--- src/rtl/gnn_result_collector.sv ---
// gnn_result_collector: sink for the accelerator's layer-2 results.
// Captures each slot's word on the rising edge of its ready level. Once the
// whole frame is present, it streams the slots in index order over a
// valid/ready word stream.
// Optional build macro: GNN_COLLECT_TIMEOUT_EN adds a collect watchdog
// (err_timeout). When the watchdog fires it forces a drain, and uncaptured
// slots are streamed as zero.
//
// Stream handshake: a word transfers on a rising clk edge where
// m_valid & m_ready. While m_valid is high and m_ready is low, m_data, m_idx
// and m_last hold steady. m_valid is never withdrawn until its word has
// transferred.
module gnn_result_collector #(
  parameter int NUM_NODES = 4,
  parameter int NUM_OUT   = 2,
  parameter int DW        = 21
`ifdef GNN_COLLECT_TIMEOUT_EN
  , parameter int TIMEOUT_CYCLES = 64
`endif
) (
  input  logic                              clk,
  input  logic                              rst,
  input  logic [NUM_NODES*NUM_OUT*DW-1:0]   res_data,
  input  logic [NUM_NODES*NUM_OUT-1:0]      res_ready,
  output logic [DW-1:0]                     m_data,
  output logic [$clog2(NUM_NODES*NUM_OUT)-1:0] m_idx,
  output logic                              m_valid,
  input  logic                              m_ready,
  output logic                              m_last,
  output logic                              frame_done,
  output logic                              busy,
  output logic                              err_overrun,
`ifdef GNN_COLLECT_TIMEOUT_EN
  output logic                              err_timeout,
`endif
  input  logic                              clr_err,
  output logic                              dbg_state
);

  localparam int NS = NUM_NODES * NUM_OUT;
  localparam int IW = $clog2(NS);

  typedef enum logic {COLLECT = 1'b0, DRAIN = 1'b1} state_t;

  state_t          state_q, state_d;
  logic [NS-1:0]   prev_q;
  logic [NS-1:0]   cap_q, cap_d;
  logic [NS-1:0]   rise;
  logic [DW-1:0]   data_q [NS];
  logic [IW-1:0]   ptr_q, ptr_d;
  logic            fd_q, fd_d;
  logic            ovr_q, ovr_d, ovr_set;
  logic            xfer, last_slot;

`ifdef GNN_COLLECT_TIMEOUT_EN
  localparam int CW = $clog2(TIMEOUT_CYCLES + 1);
  logic [CW-1:0]   cnt_q, cnt_d;
  logic            to_q, to_d, to_set;
`endif

  assign rise      = res_ready & ~prev_q;
  assign last_slot = (ptr_q == IW'(NS - 1));
  assign xfer      = (state_q == DRAIN) && m_ready;

  // Ready history for edge detection, sampled every cycle in every state.
  always_ff @(posedge clk or posedge rst) begin
    if (rst) prev_q <= '0;
    else     prev_q <= res_ready;
  end

  // Result buffer: only the first rise of an uncaptured slot writes it.
  always_ff @(posedge clk or posedge rst) begin
    if (rst) begin
      for (int k = 0; k < NS; k++) data_q[k] <= '0;
    end else if (state_q == COLLECT) begin
      for (int k = 0; k < NS; k++)
        if (rise[k] && !cap_q[k]) data_q[k] <= res_data[k*DW +: DW];
    end
  end

  // Next-state logic for the collect/drain FSM and the error flags.
  always_comb begin
    state_d = state_q;
    cap_d   = cap_q;
    ptr_d   = ptr_q;
    fd_d    = 1'b0;
    ovr_set = 1'b0;
`ifdef GNN_COLLECT_TIMEOUT_EN
    cnt_d   = cnt_q;
    to_set  = 1'b0;
`endif
    case (state_q)
      COLLECT: begin
        cap_d   = cap_q | rise;
        ovr_set = |(rise & cap_q);
        ptr_d   = '0;
        if (&cap_d) state_d = DRAIN;
`ifdef GNN_COLLECT_TIMEOUT_EN
        if (&cap_d) begin
          cnt_d = '0;
        end else if (|cap_q) begin
          if (cnt_q == CW'(TIMEOUT_CYCLES - 1)) begin
            to_set  = 1'b1;
            state_d = DRAIN;
            cnt_d   = '0;
          end else begin
            cnt_d = cnt_q + 1'b1;
          end
        end
`endif
      end
      DRAIN: begin
        ovr_set = |rise;
        if (xfer) begin
          if (last_slot) begin
            state_d = COLLECT;
            cap_d   = '0;
            ptr_d   = '0;
            fd_d    = 1'b1;
          end else begin
            ptr_d = ptr_q + 1'b1;
          end
        end
      end
      default: state_d = COLLECT;
    endcase
    // A new error in the same cycle as a clear keeps the flag set.
    ovr_d = ovr_set ? 1'b1 : (clr_err ? 1'b0 : ovr_q);
`ifdef GNN_COLLECT_TIMEOUT_EN
    to_d  = to_set ? 1'b1 : (clr_err ? 1'b0 : to_q);
`endif
  end

  // State, capture flags, read pointer, done pulse and sticky errors.
  always_ff @(posedge clk or posedge rst) begin
    if (rst) begin
      state_q <= COLLECT;
      cap_q   <= '0;
      ptr_q   <= '0;
      fd_q    <= 1'b0;
      ovr_q   <= 1'b0;
`ifdef GNN_COLLECT_TIMEOUT_EN
      cnt_q   <= '0;
      to_q    <= 1'b0;
`endif
    end else begin
      state_q <= state_d;
      cap_q   <= cap_d;
      ptr_q   <= ptr_d;
      fd_q    <= fd_d;
      ovr_q   <= ovr_d;
`ifdef GNN_COLLECT_TIMEOUT_EN
      cnt_q   <= cnt_d;
      to_q    <= to_d;
`endif
    end
  end

  // Stream outputs are decoded from registered state only.
  // Uncaptured slots read as zero.
  assign m_valid     = (state_q == DRAIN);
  assign busy        = (state_q == DRAIN);
  assign m_idx       = ptr_q;
  assign m_last      = m_valid && last_slot;
  assign m_data      = (m_valid && cap_q[ptr_q]) ? data_q[ptr_q] : '0;
  assign frame_done  = fd_q;
  assign err_overrun = ovr_q;
  assign dbg_state   = state_q;
`ifdef GNN_COLLECT_TIMEOUT_EN
  assign err_timeout = to_q;
`endif

endmodule
--- config.mk ---
export PLATFORM = sky130hd
export DESIGN_NAME = gnn_result_collector
export DESIGN_NICKNAME = d
export VERILOG_FILES = /design/src/rtl/gnn_result_collector.sv
export SDC_FILE = /design/constraint.sdc
export NUM_CORES = 1
export LEC_CHECK = 0
export ABC_AREA = 1
export BUFFER_PORTS_ARGS = -buffer_cell sky130_fd_sc_hd__buf_2
export CAP_MARGIN = 20
export CORE_MARGIN = 3
export CORE_UTILIZATION = 55
export CTS_CLUSTER_SIZE = 12
export DETAILED_ROUTE_END_ITERATION = 10
export PLACE_DENSITY = 0.81
export RECOVER_POWER = 100
export SYNTH_ARGS = -nofsm -noshare
export SYNTH_HDL_FRONTEND = slang
export SYNTH_SLANG_ARGS = --single-unit
--- constraint.sdc ---
create_clock -name clk -period 6.7 [get_ports clk]
set_clock_uncertainty 0.05 [all_clocks]
set_input_delay 0.67 -clock clk [delete_from_list [all_inputs] [get_ports clk]]
set_output_delay 0.67 -clock clk [all_outputs]
set_load 0.01 [all_outputs]
# Word level (Yosys, flattened, before mapping)

Cells that the tools add are included.
Widths: inputs -> output; s select.

Logic and storage cells: 80
Memory bits (writable): 0
ROM bits: 0
Latch bits: 0
Register bits after elaboration: 190
Output and inout port bits: 30
Memories: 0

Divide/modulo/power cells: 0
Multiplexer cells: 22
$add $sub $neg: 1
$mul: 0
Magnitude comparators: 2
Bitwise operators: 6
Eq/ne operators: 3
Shifts and indexed selects: 0
Reduce and logical (&&, ||, !) cells: 32

Operator list:

| cell                | number |
|---|---|
| $bmux 21 s3         | 1 |
| $mux 21             | 3 |
| $reduce_and 2->1    | 9 |
| $and 8x8->8         | 2 |
| $mux 8              | 2 |
| $pmux 8 s2          | 1 |
| $reduce_or 8->1     | 2 |
| $logic_and 1x1->1   | 11 |
| $mux 1              | 9 |
| $logic_not 1->1     | 8 |
| $not 8->8           | 1 |
| $or 8x8->8          | 1 |
| $reduce_and 8->1    | 1 |
| $mux 3              | 2 |
| $pmux 3 s2          | 1 |
| $ge 4x4->1 const B  | 1 |
| $lt 3x4->1 const B  | 1 |
| $ne 2x1->1 const B  | 2 |
| $not 3->4           | 1 |
| $pmux 1 s2          | 2 |
| $add 3x1->3 const B | 1 |
| $bmux 1 s3          | 1 |
| $eq 3x3->1 const B  | 1 |
| $reduce_bool 2->1   | 1 |
| $not 1->1           | 1 |

# Depth between registers and ports, before layout

Depth in word-level cells: 6
Depth in mapped cells: 9
Gate-level depth less buffers: 8

# Worst setup path after synthesis

No wires, ideal clock.

Path type: register to output
Start: register ptr_q[1], in the netlist m_idx[1]
End: output m_data[14]
Stages on the path, launching flop included: 7
Path buffers: 2
Slack: 4.699 ns
Data arrival time: 1.281 ns
Path through: dfrtp_1 buf_2 buf_1 o211ai_1 nand3_1 nand2_1 nor2_1

Word-level cells in the longest chain between the ends: 5

RTL lines:

| what                                        | RTL line | text |
|---|---|---|
| start: declaration                          | 50       | `logic [IW-1:0] ptr_q, ptr_d;` |
| start signal: assignment                    | 149      | `ptr_q <= ptr_d;` |
| $not 3->4 (not written as such)             | 165      | `assign m_data = (m_valid && cap_q[ptr_q]) ? data_q[ptr_q] : '0;` |
| $bmux 21 s3                                 | 165      |  |
| $mux 21 (not written as such) (2 in series) | 165      |  |
| $mux 21 *                                   | 165      |  |
| end: declaration                            | 25       | `output logic [DW-1:0] m_data,` |

Mark *: on every way between the ends. The rest lies on a longest branch, timed or not. The select of a mux whose other input is x is not followed.

# Final worst setup path

Same ends and word-level chain as after synthesis.

==> run metrics <==
area of the multi-input gates=3390 sq um; drt drc=0; CP Cell Sequence=clkbuf_1, nand3_1, nand3_1, nand3_1, nor2_1, clkbuf_1; post-synthesis mux area share=0%; NumNets Final=1,563; IO Pins=210; Fill cells=1,410; Design Power=5020 uW; Mapped Cells=1,211; drt wl/cell=16.1 um; most frequent cells in the layout=311 x nand2_1, 196 x inv_1, 189 x dfrtp_1; via/cell ratio=5.31; LEAKAGE=0.00592 uW; Crit path largest cell delay=1640 ps; H-tree depth=4; CP max FO=46; Worst EP arrival=4480 ps; register area=4760 sq um; worst setup margin=1500 ps; #FFs+latches synth=190; Starting Density=57.4%; port buffer count=209; grt total ovfl=0; simple-gate share of the synthesized area=23.4%; Longest Clk Path Bufs=2; xor-xnor portion of the synthesized cell area=0%; largest family of logic cells by synthesized area=simple AND/OR/NAND/NOR gates; startpoint types=register; via count=8,551; number of hold violations in the final report=0; Post-CTS Hold Buffers=0; Power Density=464 nW/um^2; WL final=25,900 um; Reg2Reg Depth=8; CP endpoint kind=output pin; reg2reg start=m_idx[1]; syn nets=1,393; core area=16,200 sq um; row cnt=46; Die W=136 um; slowest CP cell=clkbuf_1; Detailed Route Iter0 Violations=739; # setup viols final=0; share of the yosys chip area belonging to registers=51.2%; CP required=5980 ps; CTS tree=yes; Final Cycle Share=77.6%; clk_lat worst skew=430 ps; depth of the worst hold-timing path=1; critical path class=reg2out; Slew @ Worst Pin=2290 ps; VDD IR max=0.278 mV; Num Clock Sinks=190; maximum clock rate=192 MHz; post-synth cell types=25; drt pass-1 iters=5; GRT Total Usage=28.4%; Worst setup startpoint=m_idx[1]; vias in the first global route=8,035; post-CTS sizing=0; post-CTS setup buffer count=0; post-DP HPWL=18,300 um; layout cells sized above 1=16.5%; setup TNS=0 ps; largest net degree at the start of global routing=125; failing checks=max-capacitance violations, max-slew violations; crit path time final=5200 ps; outcome=complete, but fails checks; Synth Cell Area=9280 sq um; Die Y-Extent=136 um; gp weighted congestion=0.905; global-route wire length before repair=40,400 um; P&R area growth vs syn=16.6%; Root Driver=clkbuf_16; Max-Cap Viols=9; Compound-Gate Fraction of Synth Area=13.1%; most numerous cell on the critical path=nand3_1; dpl ws=3200 ps; cts bufs inserted=17; most common cell after layout, fill and taps aside=nand2_1; ant diodes=0; syn avg cell area=7.66 sq um; initial antenna violation count=0; Ys Warns=0; Worst slew margin=-52.9%; RSZ-0062 raised after global routing=no; Hold Startpoint=res_ready[0]; Reg clk slew, reported paths=70 ps; adder-cell share of the synthesized area=0.270%; Routed Antenna Nets=0; Slew Limit Fails=338; Hold Path Class=in2reg; DIE AREA=18,500 sq um
[power breakdown]
part / switching (uW) / total [uW] / internal, uW
combinational: 1350 / 2030 / 686
clock: 437 / 996 / 559
sequential: 315 / 1990 / 1680
total: 2100 / 5020 / 2920
[through the flow]
stage / utilization, % / std cells / hold slack, ps / cell area, sq um
after floorplan: - / 1211 / 403 / 9280
after global placement: 63.8 / 1574 / 409 / 10300
after detailed placement: 63.8 / 1574 / 412 / 10300
after CTS: 67.3 / 1606 / 302 / 10900
after global routing: 66.9 / 1610 / 301 / 10800
final: 66.9 / 1610 / 310 / 10800
[kinds of logic (layout without fill, tap and decap cells)]
family	Yosys count	after routing
AOI/OAI and AO/OA	222	222
adders and majority gates	2	2
buffers and inverters	270	453
DFF	190	190
and+or+nand+nor	527	527
[layout make-up]
class | count | share of cell area (%)
Clock buffer | 22 | 4.20
Clock inverter | 10 | 1.06
Inverter | 200 | 7.02
Multi-Input combinational cell | 751 | 31.3
Sequential cell | 190 | 44.0
Tap cell | 216 | 2.50
Timing Repair Buffer | 221 | 9.94
[path summary, 6_finish.rpt]
path,end,slack [ps]
min in group asynchronous,data_q[149],410
setup reg to reg,cap_q[1],2990
max in group asynchronous,m_idx[1],4780
setup / recovery,m_data[14],1500
hold / removal,prev_q[0],310
hold reg to reg,err_overrun,430
[synthesized netlist by cell type, drive strengths merged]
master | n | share of area, %
nor2 | 127 | 5.7
clkbuf | 23 | 0.93
o22ai | 1 | 0.067
a211oi | 1 | 0.081
o211ai | 40 | 3.2
o21ai | 91 | 4.9
a21oi | 88 | 4.7
o21bai | 1 | 0.081
nand3 | 84 | 4.6
dfrtp | 190 | 51
nand2 | 311 | 13
nand3b | 1 | 0.081
ha | 2 | 0.27
buf | 47 | 2.9
nand4 | 4 | 0.47
inv | 200 | 8.1
[flip-flops by register name, indices dropped and copies added (netlist names)]
| register | count |
|---|---|
| err_overrun | 1 |
| prev_q | 8 |
| busy | 1 |
| data_q | 168 |
| frame_done | 1 |
| cap_q | 8 |
| m_idx | 3 |
[worst max-delay path: cells and delay by family, from the launching register on]
| family | cells | cell delay [ps] |
|---|---|---|
| flops | 1 | 360 |
| buf+inv | 2 | 1830 |
| simple gates | 4 | 1870 |
[routing by layer]
layer / vias to the layer above / wire (um) / GRT usage, %
li1: 4103 / - / -
met1: 4015 / 10900 / 39.9
met2: 378 / 12100 / 44.1
met3: 55 / 2060 / 5.92
met4: 0 / 807 / 10.3
met5: - / 0 / 0
Note: power is estimated with default switching activity, not from simulation.
